## src/rtl/bcd_pkg.sv

```systemverilog
// Shared types and helpers for the digit-serial BCD adder.
package bcd_pkg;

    typedef enum logic [1:0] {
        IDLE = 2'd0,
        RUN  = 2'd1,
        DONE = 2'd2
    } state_t;

    localparam logic [3:0] BCD_MAX = 4'd9;
    localparam logic [3:0] BCD_ADJ = 4'd6;

    function automatic logic bcd_digit_valid(input logic [3:0] d);
        return d <= BCD_MAX;
    endfunction

endpackage

```

## src/rtl/bcd_digit_add.sv

```systemverilog
// Single-digit BCD adder stage: raw binary sum, decimal-adjusted when above 9.
module bcd_digit_add
    import bcd_pkg::*;
(
    input  logic [3:0] a,
    input  logic [3:0] b,
    input  logic       cin,
    output logic [3:0] digit,
    output logic       cout
);

    logic [4:0] s;

    always_comb begin
        s = {1'b0, a} + {1'b0, b} + {4'b0000, cin};
        if (s > {1'b0, BCD_MAX}) begin
            digit = s[3:0] + BCD_ADJ;
            cout  = 1'b1;
        end else begin
            digit = s[3:0];
            cout  = 1'b0;
        end
    end

endmodule

```

## src/rtl/bcd_serial_adder_ctrl.sv

```systemverilog
// Digit-serial N-digit BCD adder controller, LS digit first, one digit per clock.
// Defining BCD_SERIAL_SUB_EN adds a sub input selecting nines-complement subtraction.
module bcd_serial_adder_ctrl
    import bcd_pkg::*;
#(
    parameter int DIGITS = 3,
    parameter int CNT_W  = $clog2(DIGITS + 1)
) (
    input  logic                clk,
    input  logic                rst_n,
    input  logic                start,
`ifdef BCD_SERIAL_SUB_EN
    input  logic                sub,
`endif
    input  logic [4*DIGITS-1:0] a,
    input  logic [4*DIGITS-1:0] b,
    output logic                busy,
    output logic                done,
    output logic [4*DIGITS-1:0] sum,
    output logic                cout,
    output logic                invalid
);

    localparam logic [CNT_W-1:0] LAST = CNT_W'(DIGITS - 1);

    state_t              state;
    logic [CNT_W-1:0]    cnt;
    logic [4*DIGITS-1:0] op_a;
    logic [4*DIGITS-1:0] op_b;
    logic [4*DIGITS-1:0] sum_q;
    logic                carry;
    logic                cout_q;
    logic                invalid_q;
    logic                accept;
    logic                invalid_in;
    logic                carry_init;
    logic [3:0]          b_digit;
    logic [3:0]          digit;
    logic                carry_next;

    assign accept = start && (state == IDLE || state == DONE);

    always_comb begin
        invalid_in = 1'b0;
        for (int i = 0; i < DIGITS; i++) begin
            if (!bcd_digit_valid(a[4*i +: 4]) || !bcd_digit_valid(b[4*i +: 4]))
                invalid_in = 1'b1;
        end
    end

`ifdef BCD_SERIAL_SUB_EN
    logic sub_q;
    // Subtraction is A + nines-complement(B) + 1; the wrap on raw invalid digits is harmless.
    assign b_digit    = sub_q ? (BCD_MAX - op_b[3:0]) : op_b[3:0];
    assign carry_init = sub;

    always_ff @(posedge clk or negedge rst_n) begin
        if (!rst_n)
            sub_q <= 1'b0;
        else if (accept)
            sub_q <= sub;
    end
`else
    assign b_digit    = op_b[3:0];
    assign carry_init = 1'b0;
`endif

    bcd_digit_add u_digit_add (
        .a     (op_a[3:0]),
        .b     (b_digit),
        .cin   (carry),
        .digit (digit),
        .cout  (carry_next)
    );

    always_ff @(posedge clk or negedge rst_n) begin
        if (!rst_n) begin
            state     <= IDLE;
            cnt       <= '0;
            op_a      <= '0;
            op_b      <= '0;
            sum_q     <= '0;
            carry     <= 1'b0;
            cout_q    <= 1'b0;
            invalid_q <= 1'b0;
        end else if (accept) begin
            state     <= RUN;
            cnt       <= '0;
            op_a      <= a;
            op_b      <= b;
            carry     <= carry_init;
            cout_q    <= 1'b0;
            invalid_q <= invalid_in;
        end else begin
            case (state)
                RUN: begin
                    for (int i = 0; i < DIGITS; i++) begin
                        if (cnt == CNT_W'(i))
                            sum_q[4*i +: 4] <= digit;
                    end
                    // Operands shift right so the active digit always sits in [3:0].
                    op_a  <= op_a >> 4;
                    op_b  <= op_b >> 4;
                    carry <= carry_next;
                    cnt   <= cnt + CNT_W'(1);
                    if (cnt == LAST) begin
                        cout_q <= carry_next;
                        state  <= DONE;
                    end
                end
                DONE:    state <= IDLE;
                default: state <= IDLE;
            endcase
        end
    end

    assign busy    = (state == RUN);
    assign done    = (state == DONE);
    assign sum     = sum_q;
    assign cout    = cout_q;
    assign invalid = invalid_q;

endmodule

```

## config.mk

```make
export PLATFORM = sky130hd
export DESIGN_NAME = bcd_serial_adder_ctrl
export DESIGN_NICKNAME = d
export VERILOG_FILES = /design/src/rtl/bcd_pkg.sv /design/src/rtl/bcd_digit_add.sv /design/src/rtl/bcd_serial_adder_ctrl.sv
export SDC_FILE = /design/constraint.sdc
export NUM_CORES = 1
export LEC_CHECK = 0
export CAP_MARGIN = 20
export CORE_MARGIN = 2
export CORE_UTILIZATION = 40
export DETAILED_ROUTE_END_ITERATION = 16
export GPL_TIMING_DRIVEN = 0
export PLACE_DENSITY = 0.64
export SYNTH_ARGS = -nofsm -noshare
export SYNTH_HDL_FRONTEND = slang
export SYNTH_SLANG_ARGS = --single-unit
```

## constraint.sdc

```tcl
create_clock -name clk -period 3.7 [get_ports clk]
set_input_delay 0.555 -clock clk [delete_from_list [all_inputs] [get_ports clk]]
set_output_delay 0.555 -clock clk [all_outputs]
set_load 0.1 [all_outputs]
```

Word-level counts from Yosys, hierarchy flattened. Cells that the tools add are included.

Flip-flop bits (word level): 43. Output and inout bits: 16. Logic and storage cells: 65.

$add $sub $neg: 4. $lt $le $gt $ge: 7. Eq/ne operators: 5. Multiplexer cells: 19. Bitwise logic cells: 1. Reduce and logical (&&, ||, !) cells: 19.

Operators by type and width (count): 12-bit two-way mux (4); 4-bit less-or-equal comparator (second input constant) (6); 2-bit two-way mux (5); 1-bit two-way mux (9); 3-bit AND reduction (3); 1-bit logical NOT (6); 4-bit by 4-bit adder with 5-bit output (1); 5-bit by 1-bit adder with 5-bit output (1); 5-bit by 4-bit > comparator with 1-bit output (second input constant) (1); 4-bit by 3-bit adder with 4-bit output (second input constant) (1); 2-bit by 1-bit == test with 1-bit output (second input constant) (2); 2-bit == test (second input constant) (2); 2-bit logical NOT (2); 1-bit logical OR (4); 4-bit two-way mux (1); 2-bit nonzero test (2); 3-bit by 1-bit != test with 1-bit output (second input constant) (1); 2-bit by 1-bit adder with 2-bit output (second input constant) (1); 2-bit AND reduction (1); 1-bit logical AND (1); 1-bit inverter (1).

Depth between registers and ports, before layout. Gate-level depths: netlist of run 1.

Word-level depth: 7. Gate-level depth with buffers: 9. Depth with buffers taken out: 9.

Modules after synthesis. From an unflattened synthesis of run 1, not the netlist that was laid out.

Cells, all modules: 200. Area, all modules: 2099.5 um2.

Modules (own cells, without submodules): bcd_serial_adder_ctrl (instances 1, cells an instance 178, area each 1888.1 um2); bcd_digit_add (instances 1, cells an instance 22, area each 211.5 um2).

Worst setup path after synthesis of run 1. No wires, ideal clock.

Path type: flip-flop to flip-flop. From: register op_a[0]. To: register sum_q[2] (netlist: sum[2]). Library setup time: 0.094 ns. Data arrival time: 2.585 ns. Data required time: 3.606 ns. Setup slack: 1.021 ns. Stages on the path, launching flop included: 10. Period minus slack after synthesis: 2.679 ns. Path through: dfrtp_1 -> fa_1 -> fa_1 -> xnor2_1 -> ha_1 -> nand2_1 -> a32o_2 -> nor3_2 -> mux2_4 -> a41oi_1.

Longest elaborated chain between the ends: 4. Elaborated cells between the ends (all ways): 5. Those cells by class: add/sub: 3; order compare: 1; mux: 1.

RTL lines: from (decl) (line bcd_serial_adder_ctrl.sv:28) `logic [4*DIGITS-1:0] op_a;`; from (signal assigned) (line bcd_serial_adder_ctrl.sv:102) `op_a <= op_a >> 4;`; 4-bit by 4-bit adder with 5-bit output (*) (line bcd_digit_add.sv:15) `s = {1'b0, a} + {1'b0, b} + {4'b0000, cin};`; 5-bit by 1-bit adder with 5-bit output (*) (line bcd_digit_add.sv:15); 4-bit by 3-bit adder with 4-bit output or 5-bit by 4-bit > comparator with 1-bit output (tied branches) (line bcd_digit_add.sv:17, bcd_digit_add.sv:16); 4-bit two-way mux (*) (line bcd_digit_add.sv:16) `if (s > {1'b0, BCD_MAX}) begin`; to (signal, indexed assignment) (line bcd_serial_adder_ctrl.sv:99) `sum_q[4*i +: 4] <= digit;`; to (decl) (line bcd_serial_adder_ctrl.sv:30) `logic [4*DIGITS-1:0] sum_q;`.

Every way passes the cells marked *; elsewhere a longest branch is shown, timed or not. A chain may end at the register's enable or synchronous reset.

Final worst setup path of run 1.
From: register state[1]. To: output port busy.

Longest elaborated chain between the ends: 1.

RTL lines: from (decl) (line bcd_serial_adder_ctrl.sv:26) `state_t state;`; from (signal assigned) (line bcd_serial_adder_ctrl.sv:78) `state <= IDLE;`; from (signal assigned) (line bcd_serial_adder_ctrl.sv:87) `state <= RUN;`; from (signal assigned) (line bcd_serial_adder_ctrl.sv:108) `state <= DONE;`; 2-bit by 1-bit == test with 1-bit output (line bcd_serial_adder_ctrl.sv:117) `assign busy = (state == RUN);`; to (decl) (line bcd_serial_adder_ctrl.sv:17) `output logic busy,`.

No other way between the ends.

==> impl_metrics.yaml, run 1 <==
outcome:
  outcome: "finished clean"
sta:
  slew_headroom_pct: 35.0
  max_freq_mhz: 290
  finalCritPeriodShare_pct: 93.3
  holdWs_ns: 0.120
  final.setup.tns_ns: 0
  worst_slew_pin_slew_ns: 0.971
  rsz0062_at_grt: "no"
  finalClockSkew_ns: 0.00935
  setup_viol: 0
  hold_viol: 0
  final.min_clock_period_ns: 3.45
  layout_setup_ws_ns: 0.248
  final_max_slew_viol_count: 0
synthesis:
  yosys_warnings: 0
  synthesis.area_um2: 2050
  synth-main-ff-cell: "dfrtp_1"
  ys_types: 33
  synth_cells: 215
  synth.avg_cell_area_um2: 9.51
  synth_top_cells_by_count: "59 x nand2_1, 43 x dfrtp_1, 15 x nor2_1"
  synth.top_cell.area_share_pct: 52.6
  synthArstFlopShare_pct: 100
  synth.most_common_cell: "nand2_1"
  synth.area.top_cells: "dfrtp_1 53%, nand2_1 11%, ha_1 4.9%, a31oi_1 4.0%, a21oi_1 2.9%"
  ys_seq_area_share_pct: 52.6
  synthesis.nets: 252
  synth-seq-cells: 43
  yosys.area.top_type: "dfrtp_1"
  synth-edff-count: 0
critical_path:
  cpMaxStageDelayCell: "clkdlybuf4s50_1"
  r2r-start: "op_a[0]"
  endpoint_kind: "output pin"
  critPathLaunchType: "register"
  critPathKind: "register to output pin"
  max_stage_delay_ns: 1.23
  worstPathCellList: "nand2b_1, buf_2, inv_2, buf_2, buf_1, clkdlybuf4s50_1"
  worstPathArrival_ns: 2.90
  reg2reg_slack_ns: 0.72
  worstPathRequired_ns: 3.14
  cpMostUsedCell: "buf_2"
  path_max_fanout: 10
  regToRegEndpoint: "sum[6]"
  reg2reg_depth: 9
floorplan:
  num_rows: 26
  initial_core_util_pct: 40.8
  num_io_pins: 43
  die_x_um: 75.5
  die_y_um: 75.5
  core_um2: 5010
  die_area_um2: 5700
clock_network:
  ctsResizeCount: 0
  hold_buffers: 0
  cts.htree.levels: 2
  clockBufferDepth: 2
  path_clk_slew_ns: 0.07
  cts_setup_buffers: 0
  cts_root_buffer: "clkbuf_8"
  numCtsBuffers: 5
  cts_tree: "done"
  numClockSinks: 43
  worstSkewPairLatency_ns: 0.30
routing:
  avgViaCountPerCell: 4.98
  drc_errors: 0
  firstDrtPassIters: 4
  wl_per_cell_um: 13.6
  vias: 1673
  final_antenna_net_count: 0
  first_iter_violations: 98
  finalWirelength_um: 4560
finish:
  area_growth_pct: 31.3
  final_area_um2: 2690
  fin_nets: 302
  antenna_cells: 0
  drive_above_1_share_pct: 7.89
placed_design:
  place_ws_ns: 0.566
  port_buffers: 42
  placed_area_um2: 2570
  gp_congestion: 0.817
  hpwl_um: 3440
grt:
  grt_pass1_vias: 1624
  antenna_found_initial: 0
  track_usage_pct: 18.4
  grt_max_degree: 34
  grt_pass1_wl_um: 7710
  overflow: 0
hold_path:
  hp-class: "primary input to async pin"
run:
  maxCapViolCount: 0
how the worst max path moves through the flow:
stage | start | to | slack [ns]
2_1_floorplan | op_a[0] | sum[2] | 1.02
3_3_place_gp | state[1] | busy | 0.57
3_5_place_dp | state[1] | busy | 0.57
4_1_cts | state[1] | busy | 0.23
5_1_grt | state[1] | busy | 0.11
6_report | state[1] | busy | 0.25
layout make-up:
class	count	area, µm²
Sequential cell	43	1080
Fill cell	487	2320
Inverter	6	22.5
Tap cell	70	87.6
Timing Repair Buffer	43	435
Clock inverter	2	35.0
Buffer	10	40.0
Multi-Input combinational cell	156	907
Clock buffer	6	82.6
per-stage QoR:
stage | cells | util, %
floorplan | 215 | -
global placement | 327 | 51.0
detailed placement | 328 | 51.3
CTS | 336 | 53.6
global route | 336 | 53.6
finish | 336 | 53.6
registers in the layout, summed over array words and instances (netlist names):
| register | flops |
|---|---|
| carry | 1 |
| cnt | 2 |
| cout | 1 |
| invalid | 1 |
| op_a | 12 |
| op_b | 12 |
| state | 2 |
| sum | 12 |
critical path, delay by kind of cell, from the launching register on:
| kind | cells | cell delay (ns) |
|---|---|---|
| buffers and inverters | 5 | 2.10 |
| flip-flops | 1 | 0.37 |
| AND/OR/NAND/NOR | 1 | 0.13 |
layout by cell type (no fill, tap or decap), drive strengths merged:
| cell | count |
|---|---|
| nand2 | 59 |
| dfrtp | 43 |
| clkdlybuf4s50 | 41 |
| o21ai | 16 |
| nor2 | 15 |
| a31oi | 13 |
| clkbuf | 13 |
| a21oi | 12 |
| ha | 8 |
| inv | 6 |
| buf | 5 |
| nand2b | 4 |
| a22oi | 4 |
| a22o | 3 |
| a41oi | 3 |
| mux2 | 3 |
| nor2b | 2 |
| fa | 2 |
| xnor2 | 2 |
| a21o | 1 |
| a32o | 1 |
| nand3 | 1 |
| and3 | 1 |
| a2111oi | 1 |
| o22ai | 1 |
| o31a | 1 |
| and4 | 1 |
| nor3 | 1 |
| or2 | 1 |
| bufinv | 1 |
| clkinv | 1 |
cell families after synthesis:
group | after synthesis | share of synthesized area (%)
buffers and inverters | 16 | 3.06
XOR/XNOR | 2 | 1.22
AO/OA/AOI/OAI | 56 | 17.2
AND/OR/NAND/NOR | 85 | 17.2
flip-flops | 43 | 52.6
multiplexers | 3 | 1.83
adder cells (fa/ha/maj) | 10 | 6.85
metal layers:
metal	share of wire, %	track usage, %	vias to the layer above
met3	3.1	3.57	8
met4	1.9	7.02	0
met1	48	26.1	789
met5	0	0	-
li1	-	-	840
met2	47	27.9	36
Power of run 1 is not shown: default switching activity piles up to over one toggle a cycle in this logic, so the estimate is an artifact.
==> run 2: changes to the inputs <==
--- a/config.mk
+++ b/config.mk
@@ -7,10 +7,10 @@
 export LEC_CHECK = 0
 export CAP_MARGIN = 20
 export CORE_MARGIN = 2
-export CORE_UTILIZATION = 40
+export CORE_UTILIZATION = 50
 export DETAILED_ROUTE_END_ITERATION = 16
 export GPL_TIMING_DRIVEN = 0
-export PLACE_DENSITY = 0.64
+export PLACE_DENSITY = 0.77
 export SYNTH_ARGS = -nofsm -noshare
 export SYNTH_HDL_FRONTEND = slang
 export SYNTH_SLANG_ARGS = --single-unit
==> run 2 against run 1 <==
  * Register-to-register slack improved by 0.03 ns
  * Non-clock buffer count is the same
  * Critical path depth unchanged
  * First-iteration DRC count fell by 10%
  * Global-route usage grew 4.3 points
  * Clock skew down 0.0014 ns
  * Worst setup slack got worse by 0.017 ns
  * Final area decreased by 2.1%
==> impl_metrics.yaml, run 2 (same netlist as run 1, synthesis figures left out) <==
outcome:
  outcome: "finished clean"
finish:
  final_cell_mix: "59 x nand2_1, 43 x dfrtp_1, 41 x clkdlybuf4s50_1, 15 x nor2_1, 13 x a31oi_1"
  area.sequential_um2: 1080
  area_growth_pct: 28.5
  final_area_um2: 2630
  fin_util_pct: 66.2
  drive_above_1_share_pct: 7.52
  antenna_cells: 0
  multi_input_comb_area_um2: 907
  mostFrequentLayoutCell: "nand2_1"
  fin_nets: 302
  finalNonFillerCells: 316
  fillers: 332
sta:
  final.setup.tns_ns: 0
  final.min_clock_period_ns: 3.47
  max_freq_mhz: 288
  worst_slew_pin_slew_ns: 0.973
  slew_headroom_pct: 34.9
  final_max_slew_viol_count: 0
  hold_viol: 0
  rsz0062_at_grt: "no"
  finalClockSkew_ns: 0.00791
  finalCritPeriodShare_pct: 93.8
  setup_viol: 0
placed_design:
  dp.cells: 308
  placed_area_um2: 2540
  hpwl_um: 3550
  port_buffers: 42
  gp_congestion: 0.786
hold_path:
  hp-class: "primary input to async pin"
grt:
  antenna_found_initial: 0
  grt_pass1_wl_um: 7690
  grt_pass1_vias: 1585
  track_usage_pct: 22.6
  overflow: 0
  grt_max_degree: 27
floorplan:
  core_um2: 3970
  num_io_pins: 43
  die_y_um: 68.0
  die_area_um2: 4620
  initial_core_util_pct: 51.5
  num_rows: 23
  die_x_um: 68.0
clock_network:
  cts_root_buffer: "clkbuf_8"
  cts_tree: "done"
  hold_buffers: 0
  ctsResizeCount: 0
  numClockSinks: 43
  cts_setup_buffers: 0
  path_clk_slew_ns: 0.08
  cts.htree.levels: 2
  clockBufferDepth: 2
  numCtsBuffers: 5
  worstSkewPairLatency_ns: 0.30
routing:
  vias: 1701
  drc_errors: 0
  avgViaCountPerCell: 5.38
  finalWirelength_um: 4690
  firstDrtPassIters: 4
  first_iter_violations: 88
  wl_per_cell_um: 14.8
  final_antenna_net_count: 0
critical_path:
  cpMostUsedCell: "buf_2"
  critPathKind: "register to output pin"
  worstPathArrival_ns: 2.91
  endpoint_kind: "output pin"
  critPathLaunchType: "register"
  path_max_fanout: 10
  worstPathRequired_ns: 3.14
  critical-path-top-delay-family: "buffers and inverters"
  crit_buf_inv: 5
  worstPathCellList: "nand2b_1, buf_2, inv_2, buf_2, buf_1, clkdlybuf4s50_1"
  max_stage_delay_ns: 1.23
  cpMaxStageDelayCell: "clkdlybuf4s50_1"
run:
  maxCapViolCount: 0
==> run 2: changes by cell type in the layout (fill, tap and decap cells not counted), sizes merged <==
cell and change:
bufinv -1, clkinvlp +1
==> run 2: worst paths after layout <==
check,startpoint,depth (start not counted),endpoint,slack [ns]
min in group clk,sum[1],2,sum[1],0.49
min reg2reg,sum[1],2,sum[1],0.49
min,rst_n,1,op_b[5],0.18
max reg2reg,op_a[0],9,sum[6],0.75
max,state[1],6,busy,0.23
max in group asynchronous,rst_n,2,cout,3.04
==> run 2: final cells by class <==
type / count / area share (%)
multi-input cells: 156 / 34.5
plain buffers: 10 / 1.52
repair buffers: 43 / 16.6
flip-flops and latches: 43 / 40.9
clock buffers: 6 / 2.76
inverters: 6 / 0.857
clock inverters: 2 / 0.476
well taps: 50 / 2.38
==> run 2: through the flow <==
stage	setup WS [ns]	hold WS, ns
final	0.231	0.181
after global routing	0.0635	0.205
after CTS	0.205	0.185
after detailed placement	0.548	0.475
after global placement	0.578	0.462
after floorplan	1.02	0.259
==> run 2: metal layers <==
| layer | global-route usage [%] | share of wire [%] | vias up |
|---|---|---|---|
| met1 | 31.2 | 46 | 814 |
| li1 | - | - | 841 |
| met2 | 35.0 | 48 | 38 |
| met5 | 0 | 0 | - |
| met3 | 5.43 | 4.3 | 8 |
| met4 | 8.00 | 1.7 | 0 |
==> run 2: worst register-to-register path: stages (launching register included) <==
cell     delay [ns]
dfrtp_1        0.41
fa_1           0.49
fa_1           0.42
xnor2_1        0.33
ha_1           0.22
nand2_1        0.05
a32o_2         0.25
nor3_2         0.14
mux2_4         0.35
a41oi_1        0.21
Power of run 2 is left out for the same reason.
==> run 3: changes to the inputs <==
--- a/config.mk
+++ b/config.mk
@@ -8,6 +8,7 @@
 export CAP_MARGIN = 20
 export CORE_MARGIN = 2
 export CORE_UTILIZATION = 50
+export CTS_CLUSTER_SIZE = 14
 export DETAILED_ROUTE_END_ITERATION = 16
 export GPL_TIMING_DRIVEN = 0
 export PLACE_DENSITY = 0.77
==> results of run 3 <==
No change in the layout: final DEF, timing and power equal those of run 2.
Power of run 3 is left out for the same reason.
